## src/rtl/cpu_commit_trace_buffer.sv

```systemverilog
`default_nettype none
// ==========================================================================
// cpu_commit_trace_buffer : commit-record FIFO with in-band overflow markers
// Optional macro CPU_TRACE_TIMESTAMP_EN prepends a 32-bit cycle stamp. Rev 1.0
// ==========================================================================
module cpu_commit_trace_buffer #(
  parameter int DEPTH = 16,
  parameter int CNT_W = 16
`ifdef CPU_TRACE_TIMESTAMP_EN
  , localparam int TW = 200
`else
  , localparam int TW = 168
`endif
) (
  input  logic             clk,
  input  logic             rst,
  input  logic             trace_en,
  input  logic             commit_valid,
  input  logic [31:0]      commit_pc,
  input  logic [31:0]      commit_instr,
  input  logic             commit_rd_we,
  input  logic [4:0]       commit_rd,
  input  logic [31:0]      commit_rd_wdata,
  input  logic             commit_mem_we,
  input  logic [31:0]      commit_mem_addr,
  input  logic [31:0]      commit_mem_wdata,
  output logic             trace_valid,
  input  logic             trace_ready,
  output logic [TW-1:0]    trace_data,
  output logic             trace_full,
  output logic [CNT_W-1:0] drop_cnt
);

  localparam int AW = $clog2(DEPTH);
  localparam int OW = AW + 1;
  localparam int RW = 168;

  localparam logic [1:0] S_OFF      = 2'd0;
  localparam logic [1:0] S_CAPTURE  = 2'd1;
  localparam logic [1:0] S_OVERFLOW = 2'd2;

  logic [1:0]       state_q, state_d;
  logic [TW-1:0]    mem_q [DEPTH];
  logic [AW-1:0]    wr_ptr_q, rd_ptr_q;
  logic [OW-1:0]    count_q;
  logic [CNT_W-1:0] drop_cnt_q, drop_cnt_d;
  logic [CNT_W-1:0] episode_q, episode_d;
  logic [CNT_W-1:0] episode_inc, mark_ep;

  logic          empty, full, pop, space;
  logic          push_rec, push_mark, drop, push;
  logic [RW-1:0] rec_w, mark_w;
  logic [TW-1:0] push_data;

  assign empty       = (count_q == '0);
  assign full        = (count_q == OW'(DEPTH));
  assign trace_valid = !empty;
  assign trace_full  = full;
  assign pop         = trace_valid & trace_ready;
  // A slot freed by a same-cycle pop is usable by this cycle's push.
  assign space       = !full | pop;
  assign push        = push_rec | push_mark;
  assign drop_cnt    = drop_cnt_q;

  assign episode_inc = (&episode_q) ? episode_q : episode_q + 1'b1;
  assign mark_ep     = commit_valid ? episode_inc : episode_q;
  assign drop_cnt_d  = (drop && !(&drop_cnt_q)) ? drop_cnt_q + 1'b1 : drop_cnt_q;

  assign rec_w  = {1'b0, commit_pc, commit_instr, commit_rd_we, commit_rd,
                   commit_rd_wdata, commit_mem_we, commit_mem_addr, commit_mem_wdata};
  assign mark_w = {1'b1, 32'd0, 32'd0, 1'b0, 5'd0, 32'(mark_ep), 1'b0, 32'd0, 32'd0};

`ifdef CPU_TRACE_TIMESTAMP_EN
  logic [31:0] cycle_q;

  always_ff @(posedge clk) begin
    if (rst) cycle_q <= '0;
    else     cycle_q <= cycle_q + 1'b1;
  end

  assign push_data = {cycle_q, (push_mark ? mark_w : rec_w)};
`else
  assign push_data = push_mark ? mark_w : rec_w;
`endif

  always_ff @(posedge clk) begin
    if (rst) state_q <= S_OFF;
    else     state_q <= state_d;
  end

  always_comb begin
    state_d = state_q;
    case (state_q)
      S_OFF:      if (trace_en) state_d = S_CAPTURE;
      S_CAPTURE: begin
        if (commit_valid && !space) state_d = S_OVERFLOW;
        else if (!trace_en)         state_d = S_OFF;
      end
      S_OVERFLOW: if (space) state_d = trace_en ? S_CAPTURE : S_OFF;
      default:    state_d = S_OFF;
    endcase
  end

  // In OVERFLOW every commit is dropped; a free slot goes to the marker.
  always_comb begin
    push_rec  = 1'b0;
    push_mark = 1'b0;
    drop      = 1'b0;
    case (state_q)
      S_CAPTURE: begin
        push_rec = commit_valid & space;
        drop     = commit_valid & !space;
      end
      S_OVERFLOW: begin
        drop      = commit_valid;
        push_mark = space;
      end
      default: ;
    endcase
  end

  always_comb begin
    episode_d = episode_q;
    if (state_q == S_CAPTURE && drop) episode_d = CNT_W'(1);
    else if (push_mark)               episode_d = '0;
    else if (drop)                    episode_d = episode_inc;
  end

  always_ff @(posedge clk) begin
    if (push) mem_q[wr_ptr_q] <= push_data;
  end

  always_ff @(posedge clk) begin
    if (rst) begin
      wr_ptr_q   <= '0;
      rd_ptr_q   <= '0;
      count_q    <= '0;
      drop_cnt_q <= '0;
      episode_q  <= '0;
    end else begin
      if (push) wr_ptr_q <= wr_ptr_q + 1'b1;
      if (pop)  rd_ptr_q <= rd_ptr_q + 1'b1;
      case ({push, pop})
        2'b10:   count_q <= count_q + 1'b1;
        2'b01:   count_q <= count_q - 1'b1;
        default: count_q <= count_q;
      endcase
      drop_cnt_q <= drop_cnt_d;
      episode_q  <= episode_d;
    end
  end

  assign trace_data = empty ? '0 : mem_q[rd_ptr_q];

endmodule
`default_nettype wire
```

## config.mk

```make
export PLATFORM = sky130hd
export DESIGN_NAME = cpu_commit_trace_buffer
export DESIGN_NICKNAME = d
export VERILOG_FILES = /design/src/rtl/cpu_commit_trace_buffer.sv
export SDC_FILE = /design/constraint.sdc
export NUM_CORES = 2
export LEC_CHECK = 0
export CORE_MARGIN = 5
export CORE_UTILIZATION = 50
export CTS_CLUSTER_SIZE = 20
export DETAILED_ROUTE_END_ITERATION = 8
export PLACE_DENSITY = 0.68
export SLEW_MARGIN = 5
export SYNTH_ARGS = -nofsm -noshare
export SYNTH_HDL_FRONTEND = slang
export SYNTH_SLANG_ARGS = --single-unit
```

## constraint.sdc

```tcl
create_clock -name clk -period 47.7 [get_ports clk]
set_clock_uncertainty 0.05 [all_clocks]
set_input_delay 7.155 -clock clk [delete_from_list [all_inputs] [get_ports clk]]
set_output_delay 7.155 -clock clk [all_outputs]
set_load 0.01 [all_outputs]
```

After elaboration in Yosys (flattened, before gate mapping)
Memories as Yosys holds them, arrays and structs flattened. A register that Yosys moved wholly into a read port is not among the register bits. Index checks and enable logic that the tools add are counted. W data, S select, Z words.

Memory bits (read-only): 0. Bits in writable memories: 2688. Word-level logic and storage cells: 63. Bits in latches: 0. Bits in registers: 47. Bits of input ports: 172. Memories kept: 1. Output and inout bits: 186.

Memory list: mem_q (words 16, bits a word 168, read ports 1, clocked after memory_dff 1, wr ports 1, line 43) `logic [TW-1:0] mem_q [DEPTH];`.

Equality and inequality tests: 8. Shift operators: 0. Magnitude comparators: 0. Mux-type cells: 21. Add/subtract/negate cells: 6. Multiply operators: 0. Bitwise operators: 5. Reductions and logical operators: 15. Divide/modulo/power cells: 0.

Operators by type and width (count): $mux W168 (2); $add A16 B1 Y16 const B (2); $mux W16 (2); $reduce_and A16 Y1 (2); $pmux W5 S2 (1); $add A4 B1 Y4 const B (2); $mux W1 (8); $mux W2 (4); $mux W4 (2); $pmux W2 S3 (1); $add A5 B1 Y5 const B (1); $eq A5 B5 Y1 const B (1); $logic_not A5 Y1 (1); $sub A5 B1 Y5 const B (1); $eq A2 B1 Y1 const B (2); $eq A2 B2 Y1 const B (2); $logic_not A1 Y1 (4); $ne A2 B2 Y1 const B (2); $and A1 B1 Y1 (3); $logic_and A1 B1 Y1 (3); $ne A3 B3 Y1 const B (1); $reduce_and A3 Y1 (1); $reduce_bool A3 Y1 (1); $reduce_or A3 Y1 (1); 4 further kinds (5).

Logic depth before layout (Yosys ltp)
Word-level depth: 10. Gate-level depth with buffers: 15. Mapped depth without buffers: 13.

Worst setup path before layout
No wires, ideal clock.

Path type: in2reg. Start point: in trace_ready. End point: mem mem_q[3][0] (enable). Stages: 4. Data required time: 46750 ps. Data arrival time: 19270 ps. Path buffers: 0. Slack: 27480 ps. Library setup time: 900 ps. Cell sequence: nor2b_1 a21oi_1 nand2_1 nor3_1.

Longest elaborated chain between the ends: 7. Elaborated cells on any way between the ends: 8. Those cells by class: mux (4); bitwise (4).

RTL lines: start: declaration (line 28) `input logic trace_ready,`; $and A1 B1 Y1 (*) (line 59) `assign pop = trace_valid & trace_ready;`; $or A1 B1 Y1 (*) (line 61) `assign space = !full | pop;`; $and A1 B1 Y1 (line 111) `push_rec = commit_valid & space;`; $mux W1 (line 109) `case (state_q)`; $or A1 B1 Y1 (*) (line 62) `assign push = push_rec | push_mark;`; $mux W1 (*) (line 130) `if (push) mem_q[wr_ptr_q] <= push_data;`; $mux W1 (not written as such) (*) (line 130); end: declaration (line 43).

Mark *: on every way between the ends. The rest lies on a longest branch, timed or not.

==> impl_metrics.py <==
metrics = {
    "status": {
        "status": "finished clean",
    },
    "synth": {
        "synth_most_common_cell": "edfxtp_1",
        "synthesis.nets": 4676,
        "synth_area_leaders": "edfxtp_1, mux4_2, and2_1, dfxtp_1, clkbuf_1",
        "syn_inst": 4489,
        "synth_seq_cells": 2739,
        "synth_ff_type": "edfxtp_1",
        "synth_commonest_cells": "edfxtp_1, mux4_2, and2_1",
        "yosysSeqAreaShare_pct": 77.2,
        "synth_edf_count": 2688,
        "synth.distinct_cells": 57,
        "syn_area_um2": 106000,
        "synthArstFlopShare_pct": 0,
        "synth_top_area_share_pct": 76.2,
        "avgSynthCellArea_um2": 23.6,
        "yosys.area.top_type": "edfxtp_1",
        "ys_warn_count": 0,
    },
    "floorplanning": {
        "die_area_um2": 221000,
        "initial_utilization_pct": 50.1,
        "io_pins": 358,
        "core-area_um2": 211000,
        "die_h_um": 470,
        "std_cell_rows": 169,
        "die_x_um": 470,
    },
    "global_routing": {
        "grt_max_degree": 119,
        "grt_overflow_total": 0,
        "antenna_found_initial": 15,
        "grt_pass1_vias": 51253,
        "grt_pass1_wl_um": 357000,
        "track_usage_pct": 22.0,
    },
    "pwr": {
        "ir_worst_vdd_v": 0.0000814,
        "powerDensity_nw_per_um2": 46.4,
        "leakagePower_nw": 36.8,
        "totalPowerFinal_mw": 5.67,
    },
    "detailed_routing": {
        "drt_iter0_drc": 5498,
        "vias": 48781,
        "vias_per_cell": 6.08,
        "ant_nets": 0,
        "first_pass_iters": 5,
        "wl_um": 244000,
        "wl_per_cell_um": 30.4,
        "drc": 0,
    },
    "timing": {
        "setup_viol": 0,
        "min_period_ps": 14030,
        "rsz0062_at_grt": "false",
        "relSlewSlack_pct": 16.0,
        "fin_crit_sh_pct": 29.4,
        "tns_ps": 0,
        "slew_violations": 0,
        "worst_pin_slew_ps": 1250,
        "fin_ws_ps": 33670,
        "fmax_mhz": 71.3,
        "hold_viol_final": 0,
    },
    "clock_network": {
        "cts_buffer_depth": 4,
        "hold_buffers": 0,
        "cts_num_sinks": 2739,
        "cts_buffers": 298,
        "cts_setup_buffers": 0,
        "cts_tree": "yes",
        "cts_resized": 0,
        "path_clk_slew_ps": 60,
        "h-tree-depth": 5,
        "clk_latency_ps": 900,
        "clockRootBuffer": "clkbuf_16",
    },
    "cells_and_area": {
        "stdcell_area_um2": 122000,
        "area_growth_syn_to_layout_pct": 15.2,
        "nNetsFinal": 5196,
        "nFillCells": 15061,
        "drive_gt1_share_pct": 26.4,
        "instances_no_fill": 8028,
    },
    "worst_setup_path": {
        "critPathLaunchType": "register",
        "setup.worst_path.end_class": "primary output",
        "r2r_cells": 8,
        "crit_required_ps": 40490,
        "cp_data_arrival_time_ps": 6830,
        "critical_path_class": "register to primary output",
        "worstPathMaxFanout": 117,
    },
    "place": {
        "placed_cell_area_um2": 113000,
        "dpl.hpwl_um": 122000,
        "placed_cells": 7530,
        "place_ws_ps": 34320,
        "io_buffer_count": 357,
        "gp_congestion": 0.753,
    },
    "worst_hold_path": {
        "hold_class": "register to register",
        "hold_path_depth": 2,
    },
    "flow_run": {
        "cap_violations": 0,
    },
}
metrics by stage:
step,hold WS [ps],util [%]
after floorplan,411,-
after global placement,428,53.4
after detailed placement,449,53.4
after CTS,456,57.7
after global routing,484,57.7
final,452,57.7
power by group:
part           internal, mW  total, mW  switching [mW]
Sequential             2.66       2.67          0.0118
Clock                  1.27       2.15           0.887
Combinational         0.408      0.842           0.434
Total                  4.33       5.67            1.33
placed cells by master (no fill, tap or decap), drive strengths merged, types with 5 or more instances in the layout:
master	netlist	routed
clkinvlp	0	14
o21ai	19	19
clkinv	0	104
buf	99	109
nand2	44	44
a31oi	6	6
clkdlybuf4s50	0	357
or3	7	7
nand2b	8	8
and3	9	9
or4	6	6
mux2	5	5
xnor2	17	17
and4	6	6
and2	324	324
nor4	10	10
nor2	55	55
nand4	12	12
ha	15	15
inv	12	16
nor3	11	11
bufinv	0	20
dfxtp	51	51
xor2	13	13
clkbuf	147	354
nand3	18	18
mux4	840	840
a21oi	18	18
edfxtp	2688	2688
nor2b	7	7
mux2i	9	9
layout make-up:
class / instances / area (um2) / share of cell area [%]
diodes: 2 / 5.00 / 0.00410
well taps: 2821 / 3530 / 2.89
multi-input cells: 1492 / 23200 / 19.0
flip-flops and latches: 2739 / 81800 / 67.0
clock inverters: 142 / 1230 / 1.00
clock buffers: 354 / 7780 / 6.38
repair buffers: 466 / 4490 / 3.68
inverters: 12 / 45.0 / 0.0369
metal layers:
metal / share of wire (%) / wire length (um) / GRT usage, %
met2: 50 / 122000 / 36.3
met3: 6.9 / 16900 / 3.71
met4: 2.1 / 5070 / 5.18
met5: 0 / 0 / 0
met1: 41 / 100000 / 31.3
sequential cells by signal, summed over array words and instances (netlist names), named ones only:
signal,flops
rd_ptr_q,4
drop_cnt,16
state_q,2
wr_ptr_q,4
mem_q,2688
episode_q,16
count_q,5
worst paths after layout:
kind                                                start                   endpoint  slack, ps
worst min register to register  episode_q[1]$_SDFFE_PP0P_  episode_q[1]$_SDFFE_PP0P_        450
worst max-delay path                             register            trace_data[135]      33670
worst min-delay path            episode_q[1]$_SDFFE_PP0P_  episode_q[1]$_SDFFE_PP0P_        450
worst max register to register    state_q[1]$_SDFFE_PP0P_    mem_q[3][129]$_DFFE_PP_      41900
critical path, cell delays in order, from the launching register on:
cell and delay, ps:
dfxtp_4 830, buf_4 760, buf_4 770, buf_4 770
buf_12 740, mux4_2 610, mux4_2 470, and2_1 220
clkdlybuf4s50_1 510
cells by family (layout without fill, tap and decap cells):
| logic type | count (synthesis) | in the layout | share of synthesized area [%] |
|---|---|---|---|
| XOR/XNOR | 30 | 30 | 0.248 |
| AND/OR/NAND/NOR | 525 | 525 | 2.89 |
| flip-flops | 2739 | 2739 | 77.2 |
| multiplexers | 854 | 854 | 18.0 |
| AO/OA/AOI/OAI | 68 | 68 | 0.441 |
| adder cells (fa/ha/maj) | 15 | 15 | 0.177 |
| buffers and inverters | 258 | 974 | 1.07 |
| other | 0 | 2 | 0 |
No activity file was read; power rests on OpenSTA's default activity.
